$ cat config.mk
export PLATFORM = sky130hd
export DESIGN_NAME = instr_fetch
export DESIGN_NICKNAME = d
export VERILOG_FILES = /design/src/rtl/instr_fetch.sv
export SDC_FILE = /design/constraint.sdc
export NUM_CORES = 1
export LEC_CHECK = 0
export ABC_CLOCK_PERIOD_IN_PS = 6800
export BUFFER_PORTS_ARGS = -buffer_cell sky130_fd_sc_hd__buf_2
export CAP_MARGIN = 30
export CORE_ASPECT_RATIO = 1.75
export CORE_UTILIZATION = 58
export CTS_BUF_LIST = sky130_fd_sc_hd__clkbuf_8
export DETAILED_ROUTE_END_ITERATION = 8
export PLACE_DENSITY = 0.8
export SLEW_MARGIN = 0
export SYNTH_ARGS = -nofsm -noshare
export SYNTH_HDL_FRONTEND = slang
export SYNTH_SLANG_ARGS = --single-unit
$ cat constraint.sdc
create_clock -name clk -period 6.8 [get_ports clk]
set_input_delay 0 -clock clk [delete_from_list [all_inputs] [get_ports clk]]
set_output_delay 0 -clock clk [all_outputs]
set_load 0.02 [all_outputs]
$ cat src/rtl/instr_fetch.sv
// Instruction fetch unit: single-outstanding memory request feeding a prefetch FIFO,
// with redirect handling that drops the data of a request still in flight.
module instr_fetch #(
   parameter logic [31:0] RESET_PC = 32'h0000_0000,
   parameter int          DEPTH    = 4
) (
   input  logic                     clk,
   input  logic                     reset,
   output logic                     imem_req,
   output logic [31:0]              imem_addr,
   input  logic                     imem_ack,
   input  logic [31:0]              imem_rdata,
   output logic [31:0]              instruction,
   output logic [31:0]              instr_pc,
   output logic                     instr_valid,
   input  logic                     instr_ready,
   input  logic                     redirect,
   input  logic [31:0]              redirect_pc,
   output logic [$clog2(DEPTH):0]   fifo_count
);

   localparam int            AW   = $clog2(DEPTH);
   localparam logic [AW:0]   FULL = (AW+1)'(DEPTH);

   logic [31:0]   pc_mem   [DEPTH];
   logic [31:0]   data_mem [DEPTH];

   logic [AW-1:0] rd_ptr_q, rd_ptr_d, wr_ptr_q, wr_ptr_d;
   logic [AW:0]   count_q, count_d;
   logic [31:0]   fetch_pc_q, fetch_pc_d;
   logic [31:0]   tgt_q, tgt_d;
   logic          pend_q, pend_d;
   logic          drop_q, drop_d;
   logic [31:0]   redir_al;
   logic          done, push, pop;

   assign redir_al    = redirect_pc & ~32'h3;
   // A request already on the bus stays up regardless of redirect or FIFO level.
   assign imem_req    = !reset && (pend_q || (count_q != FULL && !redirect));
   assign imem_addr   = fetch_pc_q;
   assign done        = imem_req && imem_ack;
   assign instr_valid = (count_q != '0);
   assign instruction = instr_valid ? data_mem[rd_ptr_q] : '0;
   assign instr_pc    = instr_valid ? pc_mem[rd_ptr_q]   : '0;
   assign fifo_count  = count_q;

   always_comb begin
      rd_ptr_d   = rd_ptr_q;
      wr_ptr_d   = wr_ptr_q;
      count_d    = count_q;
      fetch_pc_d = fetch_pc_q;
      tgt_d      = tgt_q;
      drop_d     = drop_q;
      pend_d     = imem_req && !imem_ack;
      push       = 1'b0;
      pop        = 1'b0;
      if (redirect) begin
         rd_ptr_d = '0;
         wr_ptr_d = '0;
         count_d  = '0;
         if (imem_req && !imem_ack) begin
            // Old address stays on the bus; the new target waits for its ack.
            drop_d = 1'b1;
            tgt_d  = redir_al;
         end else begin
            drop_d     = 1'b0;
            fetch_pc_d = redir_al;
         end
      end else if (drop_q) begin
         if (done) begin
            drop_d     = 1'b0;
            fetch_pc_d = tgt_q;
         end
      end else begin
         push = done;
         pop  = instr_valid && instr_ready;
         if (push) begin
            wr_ptr_d   = wr_ptr_q + 1'b1;
            fetch_pc_d = fetch_pc_q + 32'd4;
         end
         if (pop)
            rd_ptr_d = rd_ptr_q + 1'b1;
         case ({push, pop})
            2'b10:   count_d = count_q + 1'b1;
            2'b01:   count_d = count_q - 1'b1;
            default: count_d = count_q;
         endcase
      end
   end

   always_ff @(posedge clk or posedge reset) begin
      if (reset) begin
         rd_ptr_q   <= '0;
         wr_ptr_q   <= '0;
         count_q    <= '0;
         fetch_pc_q <= RESET_PC;
         tgt_q      <= RESET_PC;
         pend_q     <= 1'b0;
         drop_q     <= 1'b0;
      end else begin
         rd_ptr_q   <= rd_ptr_d;
         wr_ptr_q   <= wr_ptr_d;
         count_q    <= count_d;
         fetch_pc_q <= fetch_pc_d;
         tgt_q      <= tgt_d;
         pend_q     <= pend_d;
         drop_q     <= drop_d;
      end
   end

   always_ff @(posedge clk) begin
      if (push) begin
         pc_mem[wr_ptr_q]   <= fetch_pc_q;
         data_mem[wr_ptr_q] <= imem_rdata;
      end
   end

endmodule

==> out/metrics.cfg <==
[outcome]
status=complete, no violations

[logic_synthesis]
ys_warn_count=0
synthDistinctLibCells=61
ys_seq_area_share_pct=68.81
synth_top_flop_cell=edfxtp_1
ys_seq_elements=317
synthArstFlopShare_pct=21.77
synth_edf_count=248
netlist_area_mm2=0.01333
syn_inst=814
syn_area_per_cell_um2=16.38

[worst_setup_path]
critPathRequiredTime_ps=6800
startpoint=rd_ptr_q[0]
r2r_end=pc_mem[3][9]
ff2ff_setup_slack_ps=3950
reg2reg_depth=5
reg2reg_from=fifo_count[0]
cp_cell_sequence=buf_4, mux4_2, nor2b_1, buf_2
end_kind=primary output
cp_slowest_stage_delay_ps=730
critPathSlowestCell=buf_4
cp_max_fo=42
cp-start-kind=flip-flop
worstPathArrival_ps=3060
worstSetupPathType=flip-flop to primary output

[power_and_ir_drop]
power_mw=4.927
cellPowerDensity_mw_per_mm2=307.5
ir_drop_v=0.0003023
power.leakage_nw=5.961

[floorplanning]
fp-row-count=73
start_util_pct=58.85
die_height_um=202.6
die_x_um=116.6
fp.coreArea_mm2=0.02265
fp.dieArea_mm2=0.02362
io_pins=170

[clocking]
post_cts_buffers=0
insertion_delay_ps=550
cts_buffers=42
htree_levels=2
clockRootBuffer=clkbuf_8
cts_tree=yes
cts_resized=0
path_clk_slew_ps=60
clock-sinks=317
clk_path_buf_depth=3

[detailed_routing]
avgViaCountPerCell=5.704
drt_wl_total_um=26950
drc=0
drt_pass1_iterations=4
drt_iter0_drc=529
routedWlPerCell_um=19.42
ant_nets=0
vias=7917

[sta]
worstMarginPinSlew_ps=967.7
fin_tns_setup_ps=0
slew_headroom_pct=35.49
finalSetupViolCount=0
final_hold_viol_count=0
clock_skew_ps=7.852
rsz0062_at_grt=false
finalCriticalPeriod_ps=3064
fmax_mhz=326.4
drv_slew=0
period_share_pct=45.06
setup_slack_ps=3736

[layout]
areaGrowthSynthToFinish_pct=20.18
nNetsFinal=1129
diodes=0
layout-drive-gt1-share_pct=31.53
layout_common_cells=edfxtp_1, buf_2, dfrtp_1
final_area_mm2=0.01602
layout_commonest_cell=edfxtp_1
nFillCells=1491

[global_route]
grt_remaining_overflow=0
antenna_found_initial=0
grt_max_degree=70
grt_usage_pct=23.94
grt_pass1_wl_um=42300
grt_pass1_vias=8199

[worst_hold_path]
hold_end=rd_ptr_q[0]
hold_path.class=input pin to flip-flop
hold_depth=3
worstHoldStart=redirect

[place]
gp_congestion=0.8248
hpwl_um=15480
io_buffers=163
place_ws_ps=3949
place_area_mm2=0.01443

[flow_run]
cap_violations=0

-- cell families (layout without fill, tap and decap cells) --
family / Yosys count / in the layout / share of synthesized area, %
flops: 317 / 317 / 68.81
simple gates: 212 / 212 / 8.991
compound gates: 98 / 98 / 4.899
mux: 98 / 98 / 13.45
buf+inv: 64 / 335 / 2.018
xor+xnor: 18 / 18 / 1.183
fa+ha+maj: 6 / 6 / 0.6194
other cells: 1 / 4 / 0.02813
-- power by group --
part | switching, mW | internal [mW] | total, mW
clock network | 0.677 | 0.813 | 1.49
registers | 0.159 | 2.27 | 2.43
logic | 0.583 | 0.427 | 1.01
total | 1.42 | 3.51 | 4.93
-- how the worst max path moves through the flow --
| stage | end | slack, ps | depth (start not counted) |
|---|---|---|---|
| 6_report | instr_pc[12] | 3740 | 4 |
| 5_1_grt | instr_pc[12] | 3500 | 4 |
| 4_1_cts | instr_pc[12] | 3630 | 4 |
| 3_5_place_dp | data_mem[2][27] | 3950 | 5 |
| 3_3_place_gp | data_mem[0][27] | 3970 | 5 |
| 2_1_floorplan | data_mem[0][0] | 3680 | 4 |
-- cell type report --
cell class / count / area, um^2 / area share (%)
inverters: 17 / 63.81 / 0.3983
clock buffers: 49 / 674.4 / 4.209
flip-flops and latches: 317 / 9179 / 57.29
repair buffers: 240 / 1577 / 9.840
multi-input cells: 436 / 3928 / 24.51
well taps: 300 / 375.4 / 2.343
clock inverters: 29 / 225.2 / 1.406
-- routing by layer --
| layer | track usage (%) | vias up | wire length, um |
|---|---|---|---|
| met5 | 0 | - | 0 |
| met4 | 10.94 | 0 | 942 |
| met3 | 4.000 | 56 | 1217 |
| met2 | 41.78 | 252 | 14430 |
| met1 | 28.65 | 3994 | 10360 |
| li1 | - | 3615 | - |
-- metrics by stage --
step	utilization, %	instances	hold WS [ps]
2_1_floorplan	-	817	88.67
3_3_place_gp	63.70	1242	211.3
3_5_place_dp	63.72	1243	218.5
4_1_cts	70.61	1387	17.00
5_1_grt	70.73	1388	52.70
6_report	70.73	1388	69.05
-- sequential cells by signal, indices dropped and copies added (netlist names) --
signal / count
drop_q: 1
tgt_q: 30
imem_addr: 30
rd_ptr_q: 2
pc_mem: 120
pend_q: 1
data_mem: 128
wr_ptr_q: 2
fifo_count: 3
-- cell usage after synthesis, drive strengths merged, types with 4 or more instances --
library cell,n,area [um^2]
nor2,42,157.7
o211ai,6,45.04
mux2i,7,70.07
buf,18,96.34
nand3,14,70.07
clkbuf,29,108.9
nand2,33,123.9
o2bb2ai,4,35.03
a221o,5,50.05
and3,12,75.07
o31ai,4,30.03
a32oi,4,35.03
nor3,11,55.05
a221oi,4,35.03
and2,6,37.54
nor4,4,55.05
a21oi,26,130.1
nand4,6,52.55
o21ai,24,120.1
mux2,29,326.6
ha,5,62.56
nor2b,65,406.6
xor2,7,61.31
xnor2,11,96.34
mux4,62,1396
edfxtp,248,7447
nand2b,8,50.05
dfrtp,69,1727
inv,17,63.81
-- what timing repair did --
action / CTS / global route
hold buffers: 66 / 0
endpoints found under the hold margin: 259 / 0
setup endpoints to repair: 0 / 0
-- critical path, delay by kind of cell (launching register included) --
family | cells | cell delay [ps]
buffers and inverters | 2 | 950
muxes | 1 | 580
and+or+nand+nor | 1 | 190
DFF | 1 | 720
Note: power is estimated with default switching activity, not from simulation.
